`config.mk`:
```
export PLATFORM = sky130hd
export DESIGN_NAME = output_shift_register
export DESIGN_NICKNAME = d
export VERILOG_FILES = /design/src/rtl/output_shift_register.sv
export SDC_FILE = /design/constraint.sdc
export NUM_CORES = 1
export LEC_CHECK = 0
export BUFFER_PORTS_ARGS = -buffer_cell sky130_fd_sc_hd__buf_2
export CAP_MARGIN = 20
export CORE_MARGIN = 5
export CORE_UTILIZATION = 55
export DETAILED_ROUTE_END_ITERATION = 16
export PLACE_DENSITY = 0.8
export SLEW_MARGIN = 30
export SYNTH_ARGS = -nofsm -noshare
export SYNTH_HDL_FRONTEND = slang
export SYNTH_SLANG_ARGS = --single-unit
```
`constraint.sdc`:
```
create_clock -name CLOCK_50 -period 5 [get_ports CLOCK_50]
set_clock_uncertainty 0.2 [all_clocks]
set_input_delay 1.5 -clock CLOCK_50 [delete_from_list [all_inputs] [get_ports CLOCK_50]]
set_output_delay 1.5 -clock CLOCK_50 [all_outputs]
set_load 0.05 [all_outputs]
```
`src/rtl/output_shift_register.sv`:
```
// Serialises a parallel word MSB first with a generated bit clock and push strobe.
// Define OUTPUT_PARITY_EN to append an even-parity bit after the LSB.
module output_shift_register #(
  parameter int numOutputs = 8,
  parameter int dataWidth  = 4,
  parameter int clkDiv     = 4
) (
  input  logic                               CLOCK_50,
  input  logic                               reset,
  input  logic [numOutputs*dataWidth-1:0]    dataIn,
  input  logic                               load,
  output logic                               serialClock,
  output logic                               serialData,
  output logic                               busy,
  output logic                               pushBuffer
);

  localparam int W  = numOutputs * dataWidth;
`ifdef OUTPUT_PARITY_EN
  localparam int FB = W + 1;
`else
  localparam int FB = W;
`endif
  localparam int BW = $clog2(W + 2);
  localparam int PW = (clkDiv > 1) ? $clog2(clkDiv) : 1;

  localparam logic [PW-1:0] PH_LAST  = PW'(clkDiv - 1);
  localparam logic [BW-1:0] BIT_LAST = BW'(FB - 1);

  typedef enum logic [1:0] {
    IDLE,
    SHIFT,
    PUSH
  } state_e;

  state_e        state_q, state_d;
  logic [PW-1:0] phase_q, phase_d;
  logic [BW-1:0] bit_q, bit_d;
  logic [FB-1:0] shreg_q, shreg_d;
  logic          sclk_q, sclk_d;
  logic          sdat_q, sdat_d;
  logic          busy_q, busy_d;
  logic          push_q, push_d;
  logic [FB-1:0] frame;

`ifdef OUTPUT_PARITY_EN
  assign frame = {dataIn, ^dataIn};
`else
  assign frame = dataIn;
`endif

  always_comb begin
    state_d = state_q;
    phase_d = phase_q;
    bit_d   = bit_q;
    shreg_d = shreg_q;
    sclk_d  = sclk_q;
    sdat_d  = sdat_q;
    busy_d  = busy_q;
    push_d  = 1'b0;
    unique case (state_q)
      IDLE: begin
        if (load) begin
          state_d = SHIFT;
          shreg_d = frame;
          sdat_d  = frame[FB-1];
          sclk_d  = 1'b0;
          busy_d  = 1'b1;
          phase_d = '0;
          bit_d   = '0;
        end
      end
      SHIFT: begin
        if (phase_q != PH_LAST) begin
          phase_d = phase_q + 1'b1;
        end else begin
          phase_d = '0;
          if (!sclk_q) begin
            sclk_d = 1'b1;
          end else if (bit_q == BIT_LAST) begin
            state_d = PUSH;
            sclk_d  = 1'b0;
            sdat_d  = 1'b0;
            push_d  = 1'b1;
            bit_d   = '0;
            shreg_d = '0;
          end else begin
            // data moves only on the falling bit-clock edge
            sclk_d  = 1'b0;
            bit_d   = bit_q + 1'b1;
            sdat_d  = shreg_q[FB-2];
            shreg_d = {shreg_q[FB-2:0], shreg_q[FB-1]};
          end
        end
      end
      PUSH: begin
        state_d = IDLE;
        busy_d  = 1'b0;
      end
      default: begin
        state_d = IDLE;
      end
    endcase
  end

  always_ff @(posedge CLOCK_50) begin
    if (!reset) begin
      state_q <= IDLE;
      phase_q <= '0;
      bit_q   <= '0;
      shreg_q <= '0;
      sclk_q  <= 1'b0;
      sdat_q  <= 1'b0;
      busy_q  <= 1'b0;
      push_q  <= 1'b0;
    end else begin
      state_q <= state_d;
      phase_q <= phase_d;
      bit_q   <= bit_d;
      shreg_q <= shreg_d;
      sclk_q  <= sclk_d;
      sdat_q  <= sdat_d;
      busy_q  <= busy_d;
      push_q  <= push_d;
    end
  end

  assign serialClock = sclk_q;
  assign serialData  = sdat_q;
  assign busy        = busy_q;
  assign pushBuffer  = push_q;

endmodule

```
==> results.cfg <==
[status]
outcome = completed

[setup_path]
r2r_cells = 4
r2r-end = shreg_q[17]
cpPeakStageDelay_ns = 0.66
required_ns = 5.09
reg2reg_from = state_q[0]
path_class = input pin to flop
slowest_stage = nor3b_2
crit_path_end_kind = flop
crit_arrival_ns = 3.18
startpoint_type = input pin
cp_max_fo = 23
path_cells = buf_2 > nor3b_2 > or2_1 > o21ai_0 > nor2_1
cp_top_family = simple AND/OR/NAND/NOR gates
path_buf_inv = 1
r2r_slack_ns = 2.64

[yosys]
synth_simple_gate_area_share_pct = 17.3
synthFlopType = dfxtp_1
yosys_register_bits = 45
synthArstFlopShare_pct = 0
ys_seq_area_share_pct = 47.5
synth-edff-count = 0
syn_area_um2 = 1900
synth_top_family_by_area = compound AO/OA/AOI/OAI gates
syn_inst = 215
postSynthAreaPerCell_um2 = 8.82
syn-num-nets = 252
synth_mux_area_share_pct = 1.72
synth_xor_area_share_pct = 0
synth_cell_type_count = 33
yosys.area_share.adder_pct = 1.32
yosys_warnings = 0
synth_compound_area_share_pct = 27.8

[die]
die_h_um = 68.7
boundaryPins = 39
start_util_pct = 56.8
core_area_um2 = 3340
die_x_um = 68.7
rows = 21
die_area_um2 = 4720

[pwr]
p_switching_w = 0.000169
p_int_w = 0.000492
finalPower_w = 0.000661
power_frac_comb_pct = 11.9
pwr-share-seq_pct = 59.2
p_per_area_nw_per_um2 = 307
cellLeakagePower_nw = 0.855
clkPwrFrac_pct = 28.9
swShare_pct = 25.6
peakVddDrop_mv = 0.262

[route]
ant_nets = 0
routed_wl_mm = 3.95
vias = 1687
avgViaCountPerCell = 5.80
drc_errors = 0
drt_iter0_drc = 186
drt-pass1-iter-count = 4
avgRoutedWirePerCell_um = 13.6

[placed_design]
finalWeightedCongestion = 0.785
numPortBuffers = 38
placed_area_um2 = 2080
dp_hpwl_mm = 2.55
post-place-ws_ns = 1.53

[cts]
clk_path_buf_depth = 2
htreeDepth = 2
post_cts_buffers = 0
root_buffer = clkbuf_4
cts_tree = built
ctsHoldBuffers = 0
clock_latency_ns = 0.35
cts.sink_count = 45
cts_buffers = 5
post_cts_resized = 0
clk_pin_slew_ns = 0.12

[grt]
antenna_found_initial = 0
grt_max_degree = 37
first_global_vias = 1592
grt_pass1_wl_mm = 6.88
grt_overflow_total = 0
grt.total_usage_pct = 18.9

[sta]
setup_ws_ns = 1.90
setup_viol = 0
rsz0062_at_grt = no
hold_slack_ns = 0.262
finalHoldViolations = 0
fmax_mhz = 323
slew_headroom_pct = 41.0
slew_violations = 0
period_needed_ns = 3.10
tightest_slew_ns = 0.885
fin_tns_setup_ns = 0
fin_crit_sh_pct = 61.9

[worst_hold_path]
holdPathStages = 2
hp-start = shreg_q[21]
holdPathEnd = shreg_q[21]
hold_class = flop to flop

[final_layout]
antennaDiodeCount = 0
layout.nets = 281
areaGrowthSynthToFinish_pct = 13.3
fin_area_um2 = 2150
drive_gt1_share_pct = 22.0

[flow_run]
cap_violations = 0
[cell usage after synthesis (all sizes together) (3+ instances only)]
master	count	area share [%]
o21ai	23	6.1
a221oi	22	10
clkbuf	6	1.2
nor2	31	6.5
buf	10	2.6
a21oi	15	4.2
dfxtp	45	47
nand2	15	3.0
and3	4	1.6
inv	3	0.59
a22oi	13	5.1
nand3	5	1.3
[power groups by stage]
stage / Sequential, W / Combinational [W] / Clock, W
2_1_floorplan: 0.000400 / 0.0000528 / 0
3_3_place_gp: 0.000399 / 0.0000771 / 0
3_5_place_dp: 0.000399 / 0.0000791 / 0
4_1_cts: 0.000391 / 0.0000793 / 0.000196
5_1_grt: 0.000394 / 0.0000896 / 0.000210
6_report: 0.000391 / 0.0000785 / 0.000191
[placed cells by master, fill, tap and decap left out, types with 2 or more instances in the layout]
master,instances
and3_1,3
clkbuf_4,5
o21ai_1,5
a31oi_1,2
a21oi_1,14
buf_2,38
a22oi_1,13
nand3_1,5
nor2_1,30
clkbuf_8,2
o21ai_0,18
a221oi_1,22
nand2_1,15
inv_1,3
nor3_1,2
ha_1,2
dfxtp_1,45
or2_1,2
a211oi_1,2
mux2_2,2
[per-stage QoR]
step / cells / utilization, %
6_report: 291 / 64.4
5_1_grt: 291 / 64.4
4_1_cts: 291 / 64.4
3_5_place_dp: 283 / 62.3
3_3_place_gp: 283 / 62.1
2_1_floorplan: 215 / -
[tightest hold or removal path, delay by kind of cell (launching register included)]
family | cells | cell delay [ns]
compound gates | 1 | 0.05
simple gates | 1 | 0.05
flops | 1 | 0.33
[worst max path at each step]
stage / startpoint / to / slack, ns / cells past startpoint
6_report: load / shreg_q[17] / 1.90 / 5
5_1_grt: load / shreg_q[20] / 1.71 / 5
4_1_cts: load / shreg_q[16] / 1.92 / 5
3_5_place_dp: load / shreg_q[16] / 1.53 / 5
3_3_place_gp: load / shreg_q[17] / 1.56 / 5
2_1_floorplan: load / shreg_q[15] / 2.43 / 5
[kinds of logic after synthesis]
kind of cell | after synthesis
adder cells (fa/ha/maj) | 2
flip-flops | 45
multiplexers | 3
buffers and inverters | 19
AO/OA/AOI/OAI | 79
AND/OR/NAND/NOR | 67
[layer usage]
| metal | global-route usage (%) | part of all wire, % | vias to the layer above |
|---|---|---|---|
| met5 | 0 | 0 | - |
| met4 | 6.33 | 0.28 | 0 |
| met3 | 4.70 | 7.4 | 2 |
| met2 | 30.4 | 45 | 50 |
| met1 | 24.6 | 47 | 778 |
| li1 | - | - | 857 |
[sequential cells by signal (all words and copies together), names as in the netlist]
name and count:
busy 1, pushBuffer 1, phase_q 2, bit_q 6, serialClock 1, shreg_q 32
state_q 2
[final cells by class]
cell class | count | area [µm²]
fillers | 323 | 1190
repair buffers | 38 | 190
clock inverters | 1 | 5.00
clock buffers | 7 | 65.1
inverters | 3 | 11.3
flip-flops and latches | 45 | 901
multi-input cells | 151 | 920
well taps | 46 | 57.6
No activity file was read; power rests on OpenSTA's default activity.
